[config.mk]
export PLATFORM = sky130hd
export DESIGN_NAME = his_reader_peak
export DESIGN_NICKNAME = d
export VERILOG_FILES = /design/src/rtl/his_reader_peak.sv
export SDC_FILE = /design/constraint.sdc
export NUM_CORES = 1
export LEC_CHECK = 0
export BUFFER_PORTS_ARGS = -buffer_cell sky130_fd_sc_hd__buf_2
export CELL_PAD_IN_SITES_DETAIL_PLACEMENT = 0
export CELL_PAD_IN_SITES_GLOBAL_PLACEMENT = 1
export CORE_ASPECT_RATIO = 0.8
export CORE_MARGIN = 5
export CORE_UTILIZATION = 40
export DETAILED_ROUTE_END_ITERATION = 8
export GPL_ROUTABILITY_DRIVEN = 0
export PLACE_DENSITY = 0.85
export SYNTH_ARGS = -nofsm -noshare
export SYNTH_HDL_FRONTEND = slang
export SYNTH_SLANG_ARGS = --single-unit
[constraint.sdc]
create_clock -name clk -period 2.54 [get_ports clk]
set_input_delay 0.127 -clock clk [delete_from_list [all_inputs] [get_ports clk]]
set_output_delay 0.127 -clock clk [all_outputs]
set_load 0.02 [all_outputs]
[src/rtl/his_reader_peak.sv]
// Histogram read-side sweeper: streams bins 0..NUM_BINS-1 through a 2-entry skid buffer and tracks the peak bin.
// Optional HIS_CLEAR_ON_READ_EN: clears each bin in the cycle it is handed downstream.
module his_reader_peak #(
    parameter int NP       = 10,
    parameter int PEAK_MAX = 21,
    parameter int NUM_BINS = 1024
) (
    input  logic                clk,
    input  logic                res,
    input  logic                start,
    output logic                rd_en,
    output logic [NP-1:0]       rd_addr,
    input  logic [PEAK_MAX-1:0] rd_data,
    output logic                bin_valid,
    input  logic                bin_ready,
    output logic [NP-1:0]       bin_addr,
    output logic [PEAK_MAX-1:0] bin_count,
    output logic                bin_last,
    output logic                busy,
    output logic                done,
    output logic [NP-1:0]       peak_addr,
    output logic [PEAK_MAX-1:0] peak_count,
    output logic                clr_en,
    output logic [NP-1:0]       clr_addr
);

    typedef enum logic [1:0] {ST_IDLE, ST_READ, ST_DRAIN, ST_DONE} state_t;

    localparam logic [NP-1:0] LAST_ADDR = NP'(NUM_BINS - 1);

    state_t              state_q;
    logic [NP-1:0]       ptr_q;
    logic                infl_q;
    logic [NP-1:0]       tag_q;
    logic [NP-1:0]       fa_q [2];
    logic [PEAK_MAX-1:0] fc_q [2];
    logic                wr_q;
    logic                rd_q;
    logic [1:0]          cnt_q;
    logic                busy_q;
    logic                done_q;
    logic [NP-1:0]       pk_addr_q;
    logic [PEAK_MAX-1:0] pk_cnt_q;

    logic                hs;
    logic [1:0]          occ;
    logic [1:0]          occ_d;

    // A slot freed by this cycle's transfer may be reused, otherwise a
    // ready-high stream could only sustain one bin every other cycle.
    always_comb begin
        bin_valid = (cnt_q != 2'd0);
        bin_addr  = fa_q[rd_q];
        bin_count = fc_q[rd_q];
        bin_last  = bin_valid && (fa_q[rd_q] == LAST_ADDR);
        hs        = bin_valid && bin_ready;
        occ       = cnt_q + {1'b0, infl_q};
        occ_d     = occ - {1'b0, hs};
        rd_en     = (state_q == ST_READ) && (occ_d < 2'd2);
        rd_addr   = ptr_q;
    end

    assign busy       = busy_q;
    assign done       = done_q;
    assign peak_addr  = pk_addr_q;
    assign peak_count = pk_cnt_q;

`ifdef HIS_CLEAR_ON_READ_EN
    assign clr_en   = hs;
    assign clr_addr = bin_addr;
`else
    assign clr_en   = 1'b0;
    assign clr_addr = '0;
`endif

    always_ff @(posedge clk or negedge res) begin
        if (!res) begin
            state_q   <= ST_IDLE;
            ptr_q     <= '0;
            infl_q    <= 1'b0;
            tag_q     <= '0;
            for (int i = 0; i < 2; i++) begin
                fa_q[i] <= '0;
                fc_q[i] <= '0;
            end
            wr_q      <= 1'b0;
            rd_q      <= 1'b0;
            cnt_q     <= 2'd0;
            busy_q    <= 1'b0;
            done_q    <= 1'b0;
            pk_addr_q <= '0;
            pk_cnt_q  <= '0;
        end else begin
            infl_q <= rd_en;
            if (rd_en) begin
                tag_q <= ptr_q;
            end

            // Read data lands one cycle after the strobe, tagged with its address.
            if (infl_q) begin
                fa_q[wr_q] <= tag_q;
                fc_q[wr_q] <= rd_data;
                wr_q       <= ~wr_q;
                if (rd_data > pk_cnt_q) begin
                    pk_cnt_q  <= rd_data;
                    pk_addr_q <= tag_q;
                end
            end
            if (hs) begin
                rd_q <= ~rd_q;
            end
            cnt_q <= cnt_q + {1'b0, infl_q} - {1'b0, hs};

            case (state_q)
                ST_IDLE: begin
                    done_q <= 1'b0;
                    if (start) begin
                        state_q   <= ST_READ;
                        busy_q    <= 1'b1;
                        ptr_q     <= '0;
                        pk_cnt_q  <= '0;
                        pk_addr_q <= '0;
                    end
                end
                ST_READ: begin
                    if (rd_en) begin
                        if (ptr_q == LAST_ADDR) begin
                            state_q <= ST_DRAIN;
                        end else begin
                            ptr_q <= ptr_q + 1'b1;
                        end
                    end
                end
                ST_DRAIN: begin
                    // The last bin is the final entry, so its transfer empties the buffer.
                    if (hs && bin_last) begin
                        state_q <= ST_DONE;
                        busy_q  <= 1'b0;
                        done_q  <= 1'b1;
                    end
                end
                ST_DONE: begin
                    done_q  <= 1'b0;
                    state_q <= ST_IDLE;
                end
                default: state_q <= ST_IDLE;
            endcase
        end
    end

endmodule
==> impl_metrics.ini <==
[die]
dieArea_um2 = 17700
core_area_um2 = 15000
dieWidth_um = 148
top_level_ports = 113
fp.dieH_um = 120
rows = 40
start_util_pct = 40.5

[routing]
drc = 0
viasPerCell = 5.18
first_iter_violations = 237
drtAntennaViolNets = 0
wl_um = 15600
vias = 4472
wl_per_cell_um = 18.1
dr.pass1.iters = 4

[sta]
relSlewSlack_pct = 60.5
finalCritPeriodShare_pct = 98.8
post-route-min-period_ns = 2.51
drv_slew = 0
rsz0062_at_grt = true
worstMarginPinSlew_ns = 0.587
setup_ws_ns = 0.0306
fin_worst_skew_ns = 0.00958
finalHoldWorstSlack_ns = 0.00940
hold_viol = 0
finalSetupViolCount = 0
fmax_mhz = 399

[cells_and_area]
final_cells = 863
n_fill_cell = 1255
final_layout_size_suffix_gt1_share_pct = 33.1
antenna_cells = 0
ff_latch_area_um2 = 3050
nets = 713
multi_input_area_um2 = 2810
design_area_um2 = 7780
synthToLayoutAreaGrowth_pct = 28.3
fin_util_pct = 52.0

[synthesis]
synth_area_per_cell_um2 = 11.6
synth_cell_type_count = 45
synth_edf_count = 0
synthTopCellsByArea = dfrtp_1, mux2_1, mux2_2
yosys.area.top_type = dfrtp_1
yosysMostFrequentCell = dfrtp_1
synthCells = 524
ys_ff_latch = 122
synthArstFlopShare_pct = 100
synth.top_cell.area_share_pct = 50.4
ys.warnings.count = 0
yosysSeqAreaShare_pct = 50.4
synthTopCellsByCount = dfrtp_1, mux2_1, mux2_2
synth-main-ff-cell = dfrtp_1
synth_area_um2 = 6060

[worst_setup_path]
worst_setup_path_end_kind = register
cp.required_ns = 2.81
crit_fanout = 4
crit_type = register to register
startpoint_type = register
critPathArrivalTime_ns = 2.78
rrSetupSlack_ns = 0.03

[place]
io_buffer_count = 101
hpwl_um = 11400
dp.cells = 810
pre_cts_slack_ns = -0.0248
place_area_um2 = 6900

[pwr]
switchingPower_mw = 3.86
ir_worst_vdd_mv = 0.617
p_sw_share_pct = 37.6
power.density_nw_per_um2 = 1320
internal_power_mw = 6.42
power.leakage_nw = 3.80
seqPwrFrac_pct = 32.1
clockPowerShare_pct = 25.2
p_comb_share_pct = 42.6

[min_path]
worst_hold_path_type = input port to register

[global_route]
antenna_found_initial = 0
grt_usage_pct = 18.3
grt_pass1_vias = 4774
grt_overflow = 0
grt_pass1_wl_um = 25700
grt_max_degree = 57

[clock_tree]
clk_latency_ns = 0.41
cts_tree = done
cts_buffers = 17
root_buffer = clkbuf_16
path_clk_slew_ns = 0.05
cts_buffer_depth = 2
h-tree-depth = 4
cts_sinks = 122

[run_status]
status = finished, final reports clean

[flow_run]
maxCapViolCount = 0
metal layers:
metal	track usage, %	vias to the layer above	share of wire [%]
met5	0	-	0
met4	6.05	0	0.94
met3	4.53	8	5.2
met2	29.4	111	48
met1	24.2	2246	46
li1	-	2107	-
critical path, cell delays in order, from the launching register on:
cell and delay (ns):
dfrtp_1 0.37, or2_4 0.25, and2_4 0.17, ha_4 0.25, inv_2 0.03, ha_4 0.14, xor3_1 0.20, a21o_1 0.23
or3_4 0.40, nor3_4 0.14, xnor2_1 0.14, nor2_1 0.05
power groups by stage:
stage	registers [mW]	clock network, mW	logic [mW]
2_1_floorplan	3.40	0	2.63
6_report	3.30	2.59	4.38
3_5_place_dp	3.33	0	4.28
5_1_grt	3.41	2.72	4.79
4_1_cts	3.30	2.64	4.38
3_3_place_gp	3.26	0	4.16
registers in the layout, indices dropped and copies added (netlist names):
register    flops
rd_q            1
cnt_q           2
wr_q            1
rd_addr        10
infl_q          1
peak_addr      10
tag_q          10
busy            1
done            1
state_q         2
fc_q           42
fa_q           20
peak_count     21
cells by family after synthesis:
family | share of synthesized area [%]
DFF | 50.4
muxes | 18.7
and+or+nand+nor | 8.96
AOI/OAI and AO/OA | 9.53
buffers and inverters | 4.95
adders and majority gates | 5.57
xor gates and xnor gates | 1.84
other | 0.0618
cell type report:
cell class	instances	share of cell area, %
flip-flops and latches	122	39.2
clock buffers	25	6.50
repair buffers	146	12.0
well taps	189	3.04
inverters	30	1.45
clock inverters	7	1.74
multi-input cells	344	36.1
what timing repair did:
action	in CTS	in global routing
hold endpoints to repair	58	0
pin swaps	0	3
endpoints found under the setup margin	8	8
resized for setup	5	5
setup buffers	1	2
hold buffers	18	0
layout by cell type, fill, tap and decap left out, types with 4 or more instances in the layout:
cell type / Yosys / layout
mux2_2: 50 / 50
clkbuf_8: 0 / 5
dlygate4sd3_1: 0 / 18
xnor2_1: 5 / 5
mux2_1: 50 / 50
nand2b_1: 4 / 4
inv_1: 29 / 27
o21ai_1: 40 / 40
clkbuf_16: 0 / 17
nor2_1: 11 / 11
nand2_1: 22 / 21
ha_1: 27 / 25
nand4_1: 4 / 4
nand3_1: 39 / 39
a21boi_1: 30 / 30
dfrtp_1: 122 / 122
a21oi_1: 10 / 10
xor2_1: 5 / 5
conb_1: 1 / 11
bufinv_16: 0 / 4
buf_2: 3 / 99
buf_4: 11 / 26
final timing paths:
path	cells past startpoint	end	from
max reg2reg	11	rd_addr[9]	cnt_q[0]
max in group asynchronous	3	fc_q[20]	res
min in group asynchronous	2	rd_addr[8]	res
max	11	rd_addr[9]	cnt_q[0]
min	3	peak_count[11]	rd_data[11]
min reg2reg	2	fc_q[21]	fc_q[21]
per-stage QoR:
step	setup TNS [ns]	power (mW)
global placement	0	7.42
floorplan	0	6.03
global route	-0.117	10.9
finish	0	10.3
detailed placement	-0.0313	7.62
CTS	0	10.3
Power figures use the tool's default switching activity.
